$ cat src/rtl/card_draw_arbiter.sv
// Card draw arbiter: grants player/dealer card requests, sequences one deck draw per grant,
// and tracks remaining cards, reshuffles and deck timeouts.
module card_draw_arbiter #(
  parameter int unsigned CARD_W    = 4,
  parameter int unsigned DECK_SIZE = 52,
  parameter int unsigned TIMEOUT   = 15
) (
  input  logic              i_clk,
  input  logic              i_reset_n,
  input  logic [1:0]        i_turn,
  input  logic              i_player_req,
  input  logic              i_dealer_req,
  output logic              o_deck_draw,
  input  logic              i_deck_valid,
  input  logic [CARD_W-1:0] i_deck_card,
  output logic              o_player_ack,
  output logic              o_dealer_ack,
  output logic [CARD_W-1:0] o_card,
  output logic [5:0]        o_cards_remaining,
  output logic              o_reshuffle_req,
  input  logic              i_reshuffle_done,
  output logic              o_busy,
  output logic              o_error
);

  localparam int unsigned CNT_W = (TIMEOUT < 2) ? 1 : $clog2(TIMEOUT + 1);
  localparam int unsigned REM_W = 6;

  typedef enum logic [2:0] {
    S_IDLE      = 3'd0,
    S_DRAW      = 3'd1,
    S_WAIT      = 3'd2,
    S_DELIVER   = 3'd3,
    S_RESHUFFLE = 3'd4,
    S_ERROR     = 3'd5
  } state_e;

  state_e             state_q, state_d;
  logic               grant_dealer_q, grant_dealer_d;
  logic               last_dealer_q, last_dealer_d;
  logic [CNT_W-1:0]   cnt_q, cnt_d;
  logic [CNT_W-1:0]   cnt_inc;
  logic [CARD_W-1:0]  card_q, card_d;
  logic [REM_W-1:0]   rem_q, rem_d;
  logic               draw_q, draw_d;
  logic               pack_q, pack_d;
  logic               dack_q, dack_d;
  logic               reshuf_q, reshuf_d;
  logic               busy_q, busy_d;
  logic               err_q, err_d;
  logic               p_elig, d_elig, pick_dealer;

  // Turn filter: 01 restricts to player, 10 to dealer, 00/11 let both compete.
  assign p_elig      = i_player_req && (i_turn != 2'b10);
  assign d_elig      = i_dealer_req && (i_turn != 2'b01);
  assign pick_dealer = d_elig && (!p_elig || !last_dealer_q);
  assign cnt_inc     = cnt_q + CNT_W'(1);

  // Next-state and datapath update
  always_comb begin
    state_d        = state_q;
    grant_dealer_d = grant_dealer_q;
    last_dealer_d  = last_dealer_q;
    cnt_d          = cnt_q;
    card_d         = card_q;
    rem_d          = rem_q;

    unique case (state_q)
      S_IDLE: begin
        if (rem_q == REM_W'(0)) begin
          state_d = S_RESHUFFLE;
        end else if (p_elig || d_elig) begin
          grant_dealer_d = pick_dealer;
          last_dealer_d  = pick_dealer;
          state_d        = S_DRAW;
        end
      end
      S_DRAW: begin
        cnt_d   = CNT_W'(0);
        state_d = S_WAIT;
      end
      S_WAIT: begin
        if (i_deck_valid) begin
          card_d  = i_deck_card;
          if (rem_q != REM_W'(0)) begin
            rem_d = rem_q - REM_W'(1);
          end
          state_d = S_DELIVER;
        end else begin
          cnt_d = cnt_inc;
          if (cnt_inc >= CNT_W'(TIMEOUT)) begin
            state_d = S_ERROR;
          end
        end
      end
      S_DELIVER: begin
        state_d = S_IDLE;
      end
      S_RESHUFFLE: begin
        if (i_reshuffle_done) begin
          rem_d   = REM_W'(DECK_SIZE);
          state_d = S_IDLE;
        end
      end
      S_ERROR: begin
        state_d = S_ERROR;
      end
      default: begin
        state_d = S_IDLE;
      end
    endcase
  end

  // Outputs are decoded from the next state so they line up with the registered state.
  always_comb begin
    draw_d   = (state_d == S_DRAW);
    pack_d   = (state_d == S_DELIVER) && !grant_dealer_d;
    dack_d   = (state_d == S_DELIVER) && grant_dealer_d;
    reshuf_d = (state_d == S_RESHUFFLE);
    busy_d   = (state_d != S_IDLE) && (state_d != S_ERROR);
    err_d    = (state_d == S_ERROR);
  end

  always_ff @(posedge i_clk) begin
    if (!i_reset_n) begin
      state_q        <= S_IDLE;
      grant_dealer_q <= 1'b0;
      last_dealer_q  <= 1'b0;
      cnt_q          <= CNT_W'(0);
      card_q         <= CARD_W'(0);
      rem_q          <= REM_W'(DECK_SIZE);
      draw_q         <= 1'b0;
      pack_q         <= 1'b0;
      dack_q         <= 1'b0;
      reshuf_q       <= 1'b0;
      busy_q         <= 1'b0;
      err_q          <= 1'b0;
    end else begin
      state_q        <= state_d;
      grant_dealer_q <= grant_dealer_d;
      last_dealer_q  <= last_dealer_d;
      cnt_q          <= cnt_d;
      card_q         <= card_d;
      rem_q          <= rem_d;
      draw_q         <= draw_d;
      pack_q         <= pack_d;
      dack_q         <= dack_d;
      reshuf_q       <= reshuf_d;
      busy_q         <= busy_d;
      err_q          <= err_d;
    end
  end

  assign o_deck_draw       = draw_q;
  assign o_player_ack      = pack_q;
  assign o_dealer_ack      = dack_q;
  assign o_card            = card_q;
  assign o_cards_remaining = rem_q;
  assign o_reshuffle_req   = reshuf_q;
  assign o_busy            = busy_q;
  assign o_error           = err_q;

endmodule

$ cat config.mk
export PLATFORM = sky130hd
export DESIGN_NAME = card_draw_arbiter
export DESIGN_NICKNAME = d
export VERILOG_FILES = /design/src/rtl/card_draw_arbiter.sv
export SDC_FILE = /design/constraint.sdc
export NUM_CORES = 1
export LEC_CHECK = 0
export ABC_AREA = 1
export CORE_UTILIZATION = 36
export CTS_BUF_LIST = sky130_fd_sc_hd__clkbuf_4 sky130_fd_sc_hd__clkbuf_8
export CTS_CLUSTER_SIZE = 8
export DETAILED_ROUTE_END_ITERATION = 7
export SYNTH_ARGS = -nofsm -noshare
export SYNTH_HDL_FRONTEND = slang
export SYNTH_SLANG_ARGS = --single-unit
$ cat constraint.sdc
create_clock -name i_clk -period 2.5 [get_ports i_clk]
set_clock_uncertainty 0.2 [all_clocks]
set_input_delay 0.75 -clock i_clk [delete_from_list [all_inputs] [get_ports i_clk]]
set_output_delay 0.75 -clock i_clk [all_outputs]
set_load 0.01 [all_outputs]
=== Word-level counts from Yosys, hierarchy flattened ===
Index checks and enable logic that the tools add are counted.

* Multiply operators: 0
* Add/sub/neg operators: 2
* Shifts and indexed selects: 0
* Reduce and logical (&&, ||, !) cells: 21
* Bitwise logic cells: 1
* Equal/unequal tests: 15
* Divide/modulo/power cells: 0
* Magnitude comparators: 1
* Muxes and demuxes: 15

{| class="wikitable"
|+ Operators with widths
! cell !! count
|-
| 6-bit 2-to-1 mux || 3
|-
| 3-bit 2-to-1 mux || 5
|-
| 3-bit case mux with 5 select lines || 1
|-
| 3-bit == test (second input constant) || 4
|-
| 6-bit case mux with 2 select lines || 1
|-
| 2-bit inequality test (second input constant) || 5
|-
| 4-bit case mux with 2 select lines || 1
|-
| 3-bit by 1-bit == test with 1-bit output (second input constant) || 2
|-
| 3-bit by 2-bit == test with 1-bit output (second input constant) || 2
|-
| 1-bit logical AND || 6
|-
| 6-bit logical NOT || 1
|-
| 6-bit nonzero test || 1
|-
| 6-bit by 1-bit subtractor with 6-bit output (second input constant) || 1
|-
| 4-bit by 1-bit adder with 4-bit output (second input constant) || 1
|-
| 4-bit greater-or-equal comparator (second input constant) || 1
|-
| 4-bit 2-to-1 mux || 1
|-
| 2-bit AND reduction || 2
|-
| 4-bit AND reduction || 1
|-
| 2-bit nonzero test || 2
|-
| 1-bit logical NOT || 3
|-
| 3-bit logical NOT || 1
|-
| 1-bit 2-to-1 mux || 3
|-
| 3-bit inequality test (second input constant) || 1
|-
| 3-bit AND reduction || 1
|-
| 4 further kinds || 5
|}

* Register bits after elaboration: 25
* Memories: 0
* Latch bits: 0
* Logic and storage cells: 67
* Output and inout port bits: 16
* Memory bits (writable): 0
* Bits in read-only memories: 0
* Input port bits: 12

=== Depth between registers and ports, before layout ===
Gate-level depths: netlist of the first run.

* Word-level depth: 10
* Mapped depth: 12
* Mapped depth without buffers: 12

=== Worst setup path before layout of the first run ===
Ideal clock, no wire load.

* Path type: in2reg
* Start point: in i_turn[0]
* End point: reg dack_q (netlist: o_dealer_ack)
* Setup time: 0.074 ns
* Setup slack: 0.788 ns
* Path buffers: 0
* Arrival time: 1.438 ns
* Stages on the path: 9
* Data required time: 2.226 ns
* Cells stage by stage: inv_1 nand2_1 nand2_1 nand2_1 nand3_2 or2_4 nand2_2 inv_2 nor3_2

* Longest elaborated chain between the ends: 9
* Elaborated cells between the ends (all ways): 16
* Those cells by class: 3 x eq/ne; 6 x mux; 7 x reduce/logical

{| class="wikitable"
|+ Ends and longest elaborated chain
! item !! line !! source
|-
| start: declaration || 10 || <nowiki>input logic [1:0] i_turn,</nowiki>
|-
| branches (longest 8 deep; another with 3-bit case mux with 5 select lines) || n/a ||
|-
| 1-bit logical AND * || 118 || <nowiki>dack_d = (state_d == S_DELIVER) && grant_dealer_d;</nowiki>
|-
| end signal: assignment || 147 || <nowiki>dack_q <= dack_d;</nowiki>
|-
| end: declaration || 47 || <nowiki>logic dack_q, dack_d;</nowiki>
|}

Mark *: on every way between the ends.
A chain may end at the register's enable or synchronous reset.

=== Worst setup path in the final report of the first run ===
* Start point: reg rem_q[2] (netlist: o_cards_remaining[2])
* End point: out o_cards_remaining[2]

{| class="wikitable"
|+ RTL lines
! item !! line !! source
|-
| start: declaration || 44 || <nowiki>logic [REM_W-1:0] rem_q, rem_d;</nowiki>
|-
| start signal: assignment || 131 || <nowiki>rem_q <= REM_W'(DECK_SIZE);</nowiki>
|-
| start signal: assignment || 144 || <nowiki>rem_q <= rem_d;</nowiki>
|-
| end: declaration || 19 || <nowiki>output logic [5:0] o_cards_remaining,</nowiki>
|}

No word-level cell between the ends.

==> results of run 1 <==
-- cell usage in the layout (no fill, tap or decap), types with 2 or more instances in the layout --
cell type / count
nand3_1: 15
clkdlybuf4s50_1: 27
ha_1: 4
nor3_2: 2
nand2_1: 37
nand2_2: 6
nor2_1: 21
clkbuf_4: 3
inv_4: 2
buf_4: 2
nor3_1: 2
xor2_1: 3
nor2_2: 2
clkinv_1: 2
a21oi_1: 10
nand3b_1: 3
inv_2: 2
dfxtp_1: 25
o21ai_1: 3
a21oi_2: 3
nand2_4: 2
inv_1: 16
o21ai_0: 4
-- cells by family (layout without fill, tap and decap cells) --
family / after synthesis / after routing / synth area share
AO/OA/AOI/OAI: 21 / 21 / 0.0966
adder cells (fa/ha/maj): 4 / 4 / 0.0407
buffers and inverters: 23 / 55 / 0.0743
flip-flops: 25 / 25 / 0.407
AND/OR/NAND/NOR: 93 / 93 / 0.360
XOR/XNOR: 3 / 3 / 0.0214
-- power by group --
| part | total, mW | internal (mW) | switching [mW] |
|---|---|---|---|
| logic | 0.233 | 0.103 | 0.129 |
| registers | 0.454 | 0.429 | 0.0241 |
| clock network | 0.186 | 0.0612 | 0.124 |
| total | 0.872 | 0.594 | 0.278 |
-- state kept, by name (all words and copies together) (netlist names) --
name / flops
o_error: 1
o_deck_draw: 1
o_dealer_ack: 1
o_busy: 1
grant_dealer_q: 1
o_reshuffle_req: 1
last_dealer_q: 1
o_player_ack: 1
state_q: 3
cnt_q: 4
o_card: 4
o_cards_remaining: 6
-- synth_stat cells --
| master | number | area [um2] |
|---|---|---|
| inv_2 | 2 | 7.51 |
| o21ai_1 | 3 | 15.0 |
| a21oi_2 | 3 | 26.3 |
| nor2_2 | 2 | 12.5 |
| nand4_1 | 1 | 6.26 |
| dfxtp_1 | 25 | 500 |
| or2_4 | 1 | 8.76 |
| a21oi_1 | 10 | 50.1 |
| clkinv_1 | 2 | 7.51 |
| nor2_1 | 21 | 78.8 |
| nand3_1 | 15 | 75.1 |
| nand3_2 | 1 | 10.0 |
| nor3_1 | 2 | 10.0 |
| o21ai_0 | 4 | 20.0 |
| nand2_4 | 2 | 22.5 |
| inv_4 | 2 | 12.5 |
| nand2_1 | 37 | 139 |
| nand3b_1 | 3 | 22.5 |
| nand2_2 | 6 | 37.5 |
| nor3_2 | 2 | 20.0 |
| xor2_1 | 3 | 26.3 |
| inv_1 | 16 | 60.1 |
| clkbuf_1 | 1 | 3.75 |
| ha_1 | 4 | 50.1 |
| o211ai_1 | 1 | 7.51 |
-- per-layer routing --
layer | track usage | vias to the layer above
met5 | 0 | -
met3 | 0.0426 | 2
li1 | - | 605
met1 | 0.204 | 520
met2 | 0.256 | 22
met4 | 0.0390 | 0
-- stage by stage --
step,power (mW),hold slack [ns],cell area [um2],util,std cells
2_1_floorplan,0.608,0.246,1230,-,169
3_3_place_gp,0.692,0.249,1570,0.497,241
3_5_place_dp,0.696,0.257,1570,0.497,241
4_1_cts,0.883,0.277,1600,0.506,245
5_1_grt,0.934,0.305,1600,0.506,245
6_report,0.872,0.272,1600,0.506,245
-- cell type report --
class	instances	area share
well taps	44	0.0345
multi-input cells	121	0.400
repair buffers	29	0.179
clock buffers	3	0.0141
inverters	22	0.0549
clock inverters	1	0.00470
flip-flops and latches	25	0.313
-- path summary, 6_finish.rpt --
path,from,endpoint
setup / recovery,o_cards_remaining[2]$_SDFFE_PN1P_,o_cards_remaining[2]
hold / removal,o_card[0]$_SDFFE_PN0P_,o_card[0]$_SDFFE_PN0P_
setup reg to reg,o_cards_remaining[0]$_SDFFE_PN0P_,o_dealer_ack$_SDFF_PN0_
hold reg to reg,o_card[0]$_SDFFE_PN0P_,o_card[0]$_SDFFE_PN0P_
==> flow_summary.rst, run 1 <==
.. list-table::
   :header-rows: 1

   * - Metric
     - Value
   * - Result of the run
     - finished, final reports clean
   * - Final Hold Viols
     - 0
   * - Area growth, synth to finish
     - 29.8%
   * - Starting Density
     - 0.390
   * - Gates resized, CTS repair
     - 0
   * - Unrepaired setup endpoints after global routing
     - false
   * - Number of remaining DRC errors
     - 0
   * - Number of library cell types mapped by synthesis
     - 25
   * - Placeable core region
     - 3150 um2
   * - Post-Syn Area
     - 1230 um2
   * - Fraction of the yosys area taken by sequential cells
     - 0.407
   * - Count of H-tree levels built during CTS
     - 1
   * - GRT Total Usage
     - 0.156
   * - Worst min path class
     - reg2reg
   * - Worst slew pin tran
     - 0.282 ns
   * - Static leakage
     - 0.658 nW
   * - Total Die Area
     - 3650 um2
   * - Setup WS pre-CTS
     - 0.179 ns
   * - Proportion of layout cells with a drive suffix above 1
     - 0.134
   * - Area taken by multi-input logic gates
     - 638 um2
   * - Final antenna-violating net count
     - 0
   * - CTS sink count
     - 25
   * - Portion of the clock cycle consumed by the worst path in the final layout
     - 0.918
   * - Register bit total from synthesis
     - 25
   * - Number of maximum-capacitance violations
     - 0
   * - Post-synthesis net count
     - 185
   * - Worst skew pair latency
     - 0.32 ns
   * - Die width
     - 60.5 um
   * - Per-cell routed wire length
     - 10.4 um
   * - Flip-flop and latch area
     - 500 um2
   * - Biggest cell delay along the critical path
     - 0.57 ns
   * - Routed wl met2
     - 1.12 mm
   * - Number of port buffers
     - 27
   * - Maximum number of pins on one net before global-route repair
     - 16
   * - Ports
     - 28
   * - Vias in the first global route
     - 1,018
   * - Clock transition at the registers of the reported paths
     - 0.14 ns
   * - Via Count
     - 1,149
   * - Data arrival, critical path
     - 1.35 ns
   * - Minimum clock period after layout
     - 2.30 ns
   * - Slack of the worst reg-to-reg path
     - 0.78 ns
   * - Cell with the largest stage delay on the worst path
     - clkdlybuf4s50_1
   * - Sort of element at the start of the critical path
     - register
   * - Final #Nets
     - 218
   * - Logic depth of the worst setup path including buffers
     - 1
   * - Critical path start-end classification
     - reg2out
   * - Number of instances in the synthesized netlist
     - 169
   * - Required time worst endpoint
     - 1.55 ns
   * - CTS Buf Count
     - 3
   * - Routability Congestion
     - 0.866
   * - Number of buffers inserted to repair setup after CTS
     - 0
   * - Drt first-iter violations
     - 41
   * - Diode insertion count for antenna repair
     - 0
   * - WP buf/inv
     - 1
   * - Number of buffers on the longest clock path
     - 2
   * - Hold buffer count at CTS
     - 0
   * - Top routing layer used
     - met4
   * - First-pass iteration count of the detailed router
     - 4
   * - WL met1
     - 1.31 mm
   * - Summed negative setup slack over all endpoints
     - 0 ns
   * - Height of the die
     - 60.5 um
   * - Worst reg2reg path depth
     - 8
   * - Dominant delay contributor by cell family on the critical path
     - buffers and inverters
   * - Worst-path cell chain
     - clkdlybuf4s50_1
   * - Number of antenna violations at the first check in global routing
     - 0
   * - Depth of the worst hold-timing path
     - 2
   * - # fillers
     - 346
   * - Max-slew violation total from the final report
     - 0
   * - TritonCTS clock tree
     - done
   * - Max FO, Critical Path
     - 6
   * - Wire length of the first global-routing pass
     - 4.31 mm
   * - Cell at the root of the clock tree
     - clkbuf_4
   * - Detail Route met3 WL
     - 99 um
   * - Relative slew slack
     - 0.811
   * - Half-perimeter wire length after placement
     - 1.97 mm
   * - Worst Slack Setup Final
     - 0.204 ns
   * - Warnings, synthesis
     - 0
   * - Power Dens Cells
     - 546 nW/um2
   * - Site row count
     - 20
   * - Achievable clock frequency
     - 436 MHz
   * - Total Wirelength
     - 2.55 mm
   * - Average cell area after synthesis
     - 7.28 um2
   * - Number of failing setup endpoints in the final timing report
     - 0
   * - GR Overflow Total
     - 0
   * - Crit end category
     - output port
   * - Peak VDD IR
     - 338 uV
   * - Detail-routed via count per cell
     - 4.69
Power figures use the tool's default switching activity.
==> run 2: changes to the inputs <==
--- a/config.mk
+++ b/config.mk
@@ -10,6 +10,7 @@
 export CTS_BUF_LIST = sky130_fd_sc_hd__clkbuf_4 sky130_fd_sc_hd__clkbuf_8
 export CTS_CLUSTER_SIZE = 8
 export DETAILED_ROUTE_END_ITERATION = 7
+export SLEW_MARGIN = 10
 export SYNTH_ARGS = -nofsm -noshare
 export SYNTH_HDL_FRONTEND = slang
 export SYNTH_SLANG_ARGS = --single-unit
==> results of run 2 <==
Final layout, timing and power as in run 1 (identical DEF).
==> run 3: changes to the inputs <==
--- a/config.mk
+++ b/config.mk
@@ -8,7 +8,7 @@
 export ABC_AREA = 1
 export CORE_UTILIZATION = 36
 export CTS_BUF_LIST = sky130_fd_sc_hd__clkbuf_4 sky130_fd_sc_hd__clkbuf_8
-export CTS_CLUSTER_SIZE = 8
+export CTS_CLUSTER_SIZE = 25
 export DETAILED_ROUTE_END_ITERATION = 7
 export SLEW_MARGIN = 10
 export SYNTH_ARGS = -nofsm -noshare
==> results of run 3 <==
Final layout, timing and power as in run 1 (identical DEF).
